===== config.mk =====
export PLATFORM = sky130hd
export DESIGN_NAME = imem_boot_loader
export DESIGN_NICKNAME = d
export VERILOG_FILES = /design/src/rtl/imem_boot_loader.sv
export SDC_FILE = /design/constraint.sdc
export NUM_CORES = 1
export LEC_CHECK = 0
export ABC_AREA = 1
export BUFFER_PORTS_ARGS = -buffer_cell sky130_fd_sc_hd__buf_2
export CORE_ASPECT_RATIO = 0.9
export CORE_MARGIN = 8
export CORE_UTILIZATION = 45
export CTS_BUF_LIST = sky130_fd_sc_hd__clkbuf_4
export DETAILED_ROUTE_END_ITERATION = 16
export GPL_TIMING_DRIVEN = 0
export PLACE_DENSITY_LB_ADDON = 0.05
export SETUP_SLACK_MARGIN = 0.15
export SYNTH_ARGS = -nofsm -noshare
export SYNTH_HDL_FRONTEND = slang
export SYNTH_SLANG_ARGS = --single-unit
export TNS_END_PERCENT = 20

===== constraint.sdc =====
create_clock -name clk -period 2.5 [get_ports clk]
set_clock_uncertainty 0.1 [all_clocks]
set_input_delay 0.375 -clock clk [delete_from_list [all_inputs] [get_ports clk]]
set_output_delay 0.375 -clock clk [all_outputs]
set_load 0.005 [all_outputs]

===== src/rtl/imem_boot_loader.sv =====
// Boot loader: receives a length-prefixed, XOR-checksummed byte stream, writes little-endian
// words into IMEM and holds the core in reset until a load finishes with a good checksum.
module imem_boot_loader #(
  parameter int          PC_WIDTH_LENGTH = 32,
  parameter int          MEM_DEPTH       = 1 << 18,
  parameter logic [31:0] BASE_ADDR       = 32'h0000_0000
) (
  input  logic                       clk,
  input  logic                       rst_n,
  input  logic                       start,
  input  logic                       rx_valid,
  input  logic [7:0]                 rx_data,
  output logic                       rx_ready,
  output logic                       mem_we,
  output logic [PC_WIDTH_LENGTH-1:0] mem_addr,
  output logic [31:0]                mem_wdata,
  output logic                       core_rst_n,
  output logic                       done,
  output logic                       error,
  output logic [18:0]                words_loaded
);

  // Handshake: a byte moves on a rising edge where rx_valid and rx_ready are both high;
  // rx_valid while rx_ready is low leaves the byte with the sender.

  typedef enum logic [2:0] {
    S_IDLE,
    S_LEN,
    S_DATA,
    S_CHECK,
    S_DONE,
    S_ERR
  } state_t;

  localparam logic [PC_WIDTH_LENGTH-1:0] BASE_W  = PC_WIDTH_LENGTH'(BASE_ADDR);
  localparam logic [31:0]                MAX_LEN = 32'(MEM_DEPTH);

  state_t      state_q, state_d;
  logic [1:0]  bcnt_q;
  logic [23:0] sh_q;
  logic [31:0] len_q;
  logic [18:0] idx_q;
  logic [7:0]  csum_q;

  logic        xfer;
  logic        last_byte;
  logic        start_ok;
  logic [31:0] full_word;
  logic [18:0] idx_nxt;

  assign xfer      = rx_valid & rx_ready;
  assign last_byte = (bcnt_q == 2'd3);
  assign full_word = {rx_data, sh_q};
  assign idx_nxt   = idx_q + 19'd1;
  assign start_ok  = start & ((state_q == S_IDLE) | (state_q == S_DONE) | (state_q == S_ERR));

  always_ff @(posedge clk or negedge rst_n) begin
    if (!rst_n) state_q <= S_IDLE;
    else        state_q <= state_d;
  end

  always_comb begin
    state_d = state_q;
    case (state_q)
      S_IDLE, S_DONE, S_ERR: begin
        if (start) state_d = S_LEN;
      end
      S_LEN: begin
        if (xfer && last_byte) begin
          if (full_word > MAX_LEN)     state_d = S_ERR;
          else if (full_word == 32'd0) state_d = S_CHECK;
          else                         state_d = S_DATA;
        end
      end
      S_DATA: begin
        if (xfer && last_byte && ({13'd0, idx_nxt} == len_q)) state_d = S_CHECK;
      end
      S_CHECK: begin
        if (xfer) state_d = (rx_data == csum_q) ? S_DONE : S_ERR;
      end
      default: state_d = S_IDLE;
    endcase
  end

  // Status flags are registered from the next state so they change on the deciding edge.
  always_ff @(posedge clk or negedge rst_n) begin
    if (!rst_n) begin
      rx_ready     <= 1'b0;
      done         <= 1'b0;
      error        <= 1'b0;
      core_rst_n   <= 1'b0;
      mem_we       <= 1'b0;
      mem_addr     <= BASE_W;
      mem_wdata    <= 32'd0;
      words_loaded <= 19'd0;
      bcnt_q       <= 2'd0;
      sh_q         <= 24'd0;
      len_q        <= 32'd0;
      idx_q        <= 19'd0;
      csum_q       <= 8'd0;
    end else begin
      rx_ready   <= (state_d == S_LEN) | (state_d == S_DATA) | (state_d == S_CHECK);
      done       <= (state_d == S_DONE);
      error      <= (state_d == S_ERR);
      core_rst_n <= (state_d == S_DONE);
      mem_we     <= 1'b0;
      if (start_ok) begin
        bcnt_q       <= 2'd0;
        idx_q        <= 19'd0;
        csum_q       <= 8'd0;
        words_loaded <= 19'd0;
      end else if (xfer && ((state_q == S_LEN) || (state_q == S_DATA))) begin
        bcnt_q <= bcnt_q + 2'd1;
        sh_q   <= {rx_data, sh_q[23:8]};
        if (state_q == S_LEN) begin
          if (last_byte) len_q <= full_word;
        end else begin
          csum_q <= csum_q ^ rx_data;
          if (last_byte) begin
            mem_we       <= 1'b1;
            mem_addr     <= BASE_W + PC_WIDTH_LENGTH'({idx_q, 2'b00});
            mem_wdata    <= full_word;
            idx_q        <= idx_nxt;
            words_loaded <= idx_nxt;
          end
        end
      end
    end
  end

endmodule

# Yosys cells after proc, flatten, opt, wreduce, memory -nomap -nowiden

Cells that the tools add are included.

Add/sub/neg operators: 2
$mul: 0
Divide/modulo/power cells: 0
Magnitude comparators: 1
Equal/unequal tests: 14
Shift operators: 0
Mux-type cells: 21
Bitwise logic cells: 9
Reduce and logical (&&, ||, !) cells: 14

Operators by type and width:

| kind                                                            | count |
|---|---|
| 2-to-1 mux 19 bit                                               | 4 |
| == test 19 x 32 -> 1 bit                                        | 1 |
| greater-than comparator 32 x 19 -> 1 bit, second input constant | 1 |
| zero test 32 bit                                                | 1 |
| 2-to-1 mux 8 bit                                                | 3 |
| adder 19 x 1 -> 19 bit, second input constant                   | 1 |
| 2-to-1 mux 3 bit                                                | 5 |
| == test 3 x 2 -> 1 bit, second input constant                   | 4 |
| == test 3 bit, second input constant                            | 4 |
| one-hot mux 3 bit (4 select lines)                              | 1 |
| == test 8 bit                                                   | 1 |
| AND reduction 4 bit                                             | 2 |
| bitwise XOR 8 bit                                               | 1 |
| == test 3 x 1 -> 1 bit, second input constant                   | 2 |
| 2-to-1 mux 1 bit                                                | 6 |
| 2-to-1 mux 2 bit                                                | 2 |
| OR 1 bit                                                        | 4 |
| AND reduction 2 bit                                             | 2 |
| nonzero test 2 bit                                              | 2 |
| logical AND 1 bit                                               | 3 |
| zero test 3 bit                                                 | 1 |
| AND reduction 3 bit                                             | 1 |
| OR reduction 3 bit                                              | 1 |
| adder 2 x 1 -> 2 bit, second input constant                     | 1 |
| other kinds (5)                                                 | 7 |

Bits in registers: 143
Latch bits: 0
Bits in writable memories: 0
Memory bits (read-only): 0
Input bits: 12
Output and inout bits: 88
Memories: 0

# Depth between registers and ports, before layout

Word-level depth: 8
Gate-level depth with buffers: 17

# Worst setup path after synthesis

Ideal clock, no wire load.

Kind: register -> register
Start point: register idx_q[0]
End point: register rx_ready
Setup time: 0.113 ns
Arrival: 1.705 ns
Required time: 2.287 ns
Setup slack: 0.583 ns
Stages on the path, launching flop included: 14
Buffers on the path: 0
Period minus slack after synthesis: 1.917 ns
Cell sequence: dfrtp_1 > ha_1 > nand2_2 > nor2_2 > nand2_1 > o21ai_1 > nand2_1 > or2_0 > nand3_1 > nor2_1 > nand2_1 > nand3_1 > nand2_1 > inv_1

Word-level cells in the longest chain between the ends: 8
Elaborated cells between the ends (all ways): 10
Classes of those cells: add/sub (1); eq/ne (4); mux (2); bitwise (2); reduce/logical (1)

Ends and longest elaborated chain:

| item                                                             | line | source |
|---|---|---|
| start, declared                                                  | 42   | `logic [18:0] idx_q;` |
| start signal, assigned                                           | 123  | `idx_q <= idx_nxt;` |
| adder 19 x 1 -> 19 bit (*)                                       | 54   | `assign idx_nxt = idx_q + 19'd1;` |
| == test 19 x 32 -> 1 bit (*)                                     | 76   | `if (xfer && last_byte && ({13'd0, idx_nxt} == len_q)) state_d = S_CHECK;` |
| logical AND 1 bit (*)                                            | 76   |  |
| 2-to-1 mux 3 bit (*)                                             | 76   |  |
| one-hot mux 3 bit (4 select lines) (*)                           | 64   | `case (state_q)` |
| == test 3 x 1 -> 1 bit or == test 3 x 2 -> 1 bit (tied branches) | 102  | `rx_ready <= (state_d == S_LEN) \| (state_d == S_DATA) \| (state_d == S_CHECK);` |
| OR 1 bit                                                         | 102  |  |
| OR 1 bit (*)                                                     | 102  |  |
| end signal, assigned                                             | 102  |  |
| end, declared                                                    | 13   | `output logic rx_ready,` |

Every way passes the cells marked *; elsewhere a longest branch is shown, timed or not.
A chain may end at the register's enable or synchronous reset.

# Worst setup path in the final report

Start point: register idx_q[0]
End point: register done

Word-level cells in the longest chain between the ends: 6

Ends and longest elaborated chain:

| item                               | line | source |
|---|---|---|
| adder 19 x 1 -> 19 bit             | 54   |  |
| == test 19 x 32 -> 1 bit           | 76   |  |
| logical AND 1 bit                  | 76   |  |
| 2-to-1 mux 3 bit                   | 76   |  |
| one-hot mux 3 bit (4 select lines) | 64   |  |
| named net state_d[0]               | 38   | `state_t state_q, state_d;` |
| == test 3 bit                      | 103  | `done <= (state_d == S_DONE);` |
| end signal, assigned               | 103  |  |
| end, declared                      | 18   | `output logic done,` |

The timed path passes the listed nets, and every way through them passes these cells.

==> results.py <==
metrics = {
    "timing": {
        "setup_violations": 0,
        "max_slew_margin_pct": 43.87,
        "finalCriticalPeriod_ns": 2.230,
        "tightest_slew_ns": 0.8420,
        "hold_viol": 0,
        "period_share_pct": 89.19,
        "worst_hold_slack_ns": 0.04604,
        "clock.fmax_ghz": 0.4485,
        "rsz0062_at_grt": "true",
        "timing.setup.tns_ns": 0,
        "report.final.slew_viol_count": 0,
    },
    "die": {
        "die_y_microns": 129.4,
        "io_pins": 100,
        "die_w_microns": 142.0,
        "fp.dieArea_sq_um": 18370,
        "rows": 41,
        "start_util_pct": 45.89,
        "core-area_sq_um": 14000,
    },
    "drt": {
        "drt_iter0_drc": 326,
        "postRouteAntennaNets": 0,
        "vias": 5467,
        "wirelength_mm": 17.61,
        "wl_per_cell_microns": 16.00,
        "drc": 0,
        "via_per_inst": 4.970,
        "first_pass_iters": 5,
    },
    "synthesis": {
        "synth.avg_cell_area_sq_um": 8.313,
        "async_flop_share_pct": 100.0,
        "synthesis.area_sq_um": 6426,
        "yosys.area_share.adder_pct": 0.3894,
        "ys_types": 32,
        "synthTopCellsByCount": "nand2_1 (241), dfrtp_1 (143), o21ai_0 (114)",
        "yosys.area_share.simple_pct": 22.45,
        "synth_xor_area_share_pct": 1.363,
        "yosys.area.top_type": "dfrtp_1",
        "synth_top_family_by_area": "simple AND/OR/NAND/NOR gates",
        "ys_seq_area_share_pct": 55.69,
        "muxShareOfSynthArea_pct": 0,
        "synth_top_area_share_pct": 55.69,
        "syn_inst": 773,
        "synth_compound_area_share_pct": 11.99,
        "synth.yosys.warnings": 0,
        "synth-seq-cells": 143,
        "synth_area_leaders": "dfrtp_1 (56%), nand2_1 (14%), o21ai_0 (8.9%)",
        "synth_most_common_cell": "nand2_1",
        "synthFlopType": "dfrtp_1",
        "synth_edf_count": 0,
    },
    "placement": {
        "hpwl_mm": 13.00,
        "place_inst": 1065,
        "numPortBuffers": 86,
        "gp_congestion": 0.8385,
    },
    "clock_tree": {
        "cts_root_buf": "clkbuf_4",
        "insertion_delay_ns": 0.57,
        "numCtsBuffers": 17,
        "cts_sinks": 143,
        "path_clk_slew_ns": 0.13,
        "ctsHtreeMaxLevel": 4,
        "cts_buffer_depth": 2,
        "cts_tree": "done",
    },
    "pwr": {
        "pwr-share-seq_pct": 48.6,
        "p_int_mw": 4.272,
        "p_comb_share_pct": 32.6,
        "sw_frac_of_total_pct": 40.41,
        "p_switching_mw": 2.897,
        "clkPwrFrac_pct": 18.8,
        "power_density_nw_per_um2": 954.6,
        "p_leak_nw": 3.865,
        "peakVddDrop_uv": 503.5,
    },
    "grt": {
        "antenna_found_initial": 0,
        "grt_pass1_wl_mm": 28.43,
        "grt_pass1_vias": 5526,
        "grt_overflow": 0,
        "grt_usage_pct": 19.99,
        "grt_start_max_net_pins": 89,
    },
    "cells_and_area": {
        "regArea_sq_um": 3581,
        "fin_util_pct": 53.62,
        "drive_above_1_share_pct": 18.30,
        "area_delta_synth_final_pct": 16.86,
        "instances_no_fill": 1100,
        "final_nets": 908,
        "multiInputGateArea_sq_um": 2437,
        "n_fill_cell": 1414,
        "diodes": 0,
    },
    "setup_path": {
        "crit_arrival_ns": 2.61,
        "required_ns": 2.88,
        "path_class": "reg2reg",
        "end_kind": "flop",
        "start_kind": "flop",
        "crit_fanout": 4,
    },
    "hold_path": {
        "min_path_type": "in2reg",
    },
    "run_status": {
        "outcome": "complete, no violations",
    },
    "flow_run": {
        "drv_cap": 0,
    },
}
[cell type report]
class / instances / share of cell area (%)
Inverter: 84 / 4.199
Clock buffer: 19 / 1.899
Sequential cell: 143 / 47.68
Buffer: 38 / 2.716
Multi-Input combinational cell: 520 / 32.46
Clock inverter: 13 / 1.316
Tap cell: 193 / 3.216
Timing Repair Buffer: 90 / 6.514
[power groups by stage]
stage | clock network [mW] | logic, mW | registers [mW]
CTS | 1.38 | 2.34 | 3.47
global route | 1.48 | 2.70 | 3.57
detailed placement | 0 | 2.32 | 3.51
finish | 1.35 | 2.34 | 3.48
global placement | 0 | 2.26 | 3.49
floorplan | 0 | 1.57 | 3.38
[path summary, 6_finish.rpt]
kind	start	end	slack, ns	cells past startpoint
max in group asynchronous	rst_n	sh_q[22]$_DFFE_PN0P_	1.20	3
worst max register to register	idx_q[0]$_DFFE_PN0P_	done$_DFF_PN0_	0.27	15
worst min-delay path	rx_data[2]	len_q[26]$_DFFE_PN0P_	0.05	3
worst max-delay path	idx_q[0]$_DFFE_PN0P_	done$_DFF_PN0_	0.27	15
min in group asynchronous	rst_n	mem_addr[5]$_DFFE_PN0P_	0.33	2
worst min register to register	mem_addr[2]$_DFFE_PN0P_	mem_addr[2]$_DFFE_PN0P_	0.38	2
[metrics by stage]
step	setup slack [ns]	total power [mW]	area, sq um
after floorplan	0.5827	4.950	6471
after global placement	-1.037	5.755	7143
after detailed placement	0.01132	5.830	7177
after CTS	0.2033	7.183	7440
after global routing	0.07121	7.749	7510
final	0.2702	7.169	7510
[state kept, by name, indices dropped and copies added, names as in the netlist]
signal	cells
done	1
sh_q	24
idx_q	19
len_q	32
bcnt_q	2
state_q	3
mem_we	1
rx_ready	1
mem_addr	19
csum_q	8
error	1
mem_wdata	32
[worst max-delay path, cell delays in order (launching register included)]
cell	delay [ns]
dfrtp_2	0.46
ha_4	0.18
nand2_4	0.07
nor2_4	0.22
nand2_4	0.11
buf_4	0.16
nor2_1	0.09
nand2_1	0.07
nand3_1	0.10
nand2_1	0.06
nor2_1	0.11
nand2_1	0.06
nor2_1	0.09
nand2_1	0.12
nand2_1	0.11
nor2_1	0.04
[per-layer routing]
| metal | up-vias | track usage, % | routed length [microns] |
|---|---|---|---|
| met5 | - | 0 | 0 |
| met4 | 0 | 5.552 | 265 |
| met3 | 21 | 5.882 | 1069 |
| met2 | 134 | 32.81 | 8184 |
| met1 | 2623 | 25.32 | 8086 |
| li1 | 2689 | - | - |
[cell families (layout without fill, tap and decap cells)]
| logic type | after synthesis | after routing |
|---|---|---|
| AO/OA/AOI/OAI | 146 | 146 |
| XOR/XNOR | 10 | 10 |
| adder cells (fa/ha/maj) | 2 | 2 |
| buffers and inverters | 122 | 244 |
| flip-flops | 143 | 143 |
| other | 1 | 13 |
| AND/OR/NAND/NOR | 349 | 349 |
[placed cells by master (no fill, tap or decap), types with 9 or more instances in the layout]
| cell | n |
|---|---|
| nor3_1 | 9 |
| clkbuf_1 | 18 |
| nor2_1 | 40 |
| buf_2 | 88 |
| clkbuf_4 | 19 |
| buf_4 | 17 |
| o22ai_1 | 16 |
| o21ai_0 | 114 |
| inv_1 | 76 |
| dfrtp_1 | 141 |
| nand2_1 | 240 |
| nand3_1 | 27 |
| conb_1 | 13 |
[repair_timing]
item                                   CTS  global route
hold buffers                             1             0
pin swaps                                0             5
setup buffers                            1             1
endpoints found under the hold margin   87             0
gates resized for setup                  2            13
setup endpoints to repair               14            24
No activity file was read; power rests on OpenSTA's default activity.
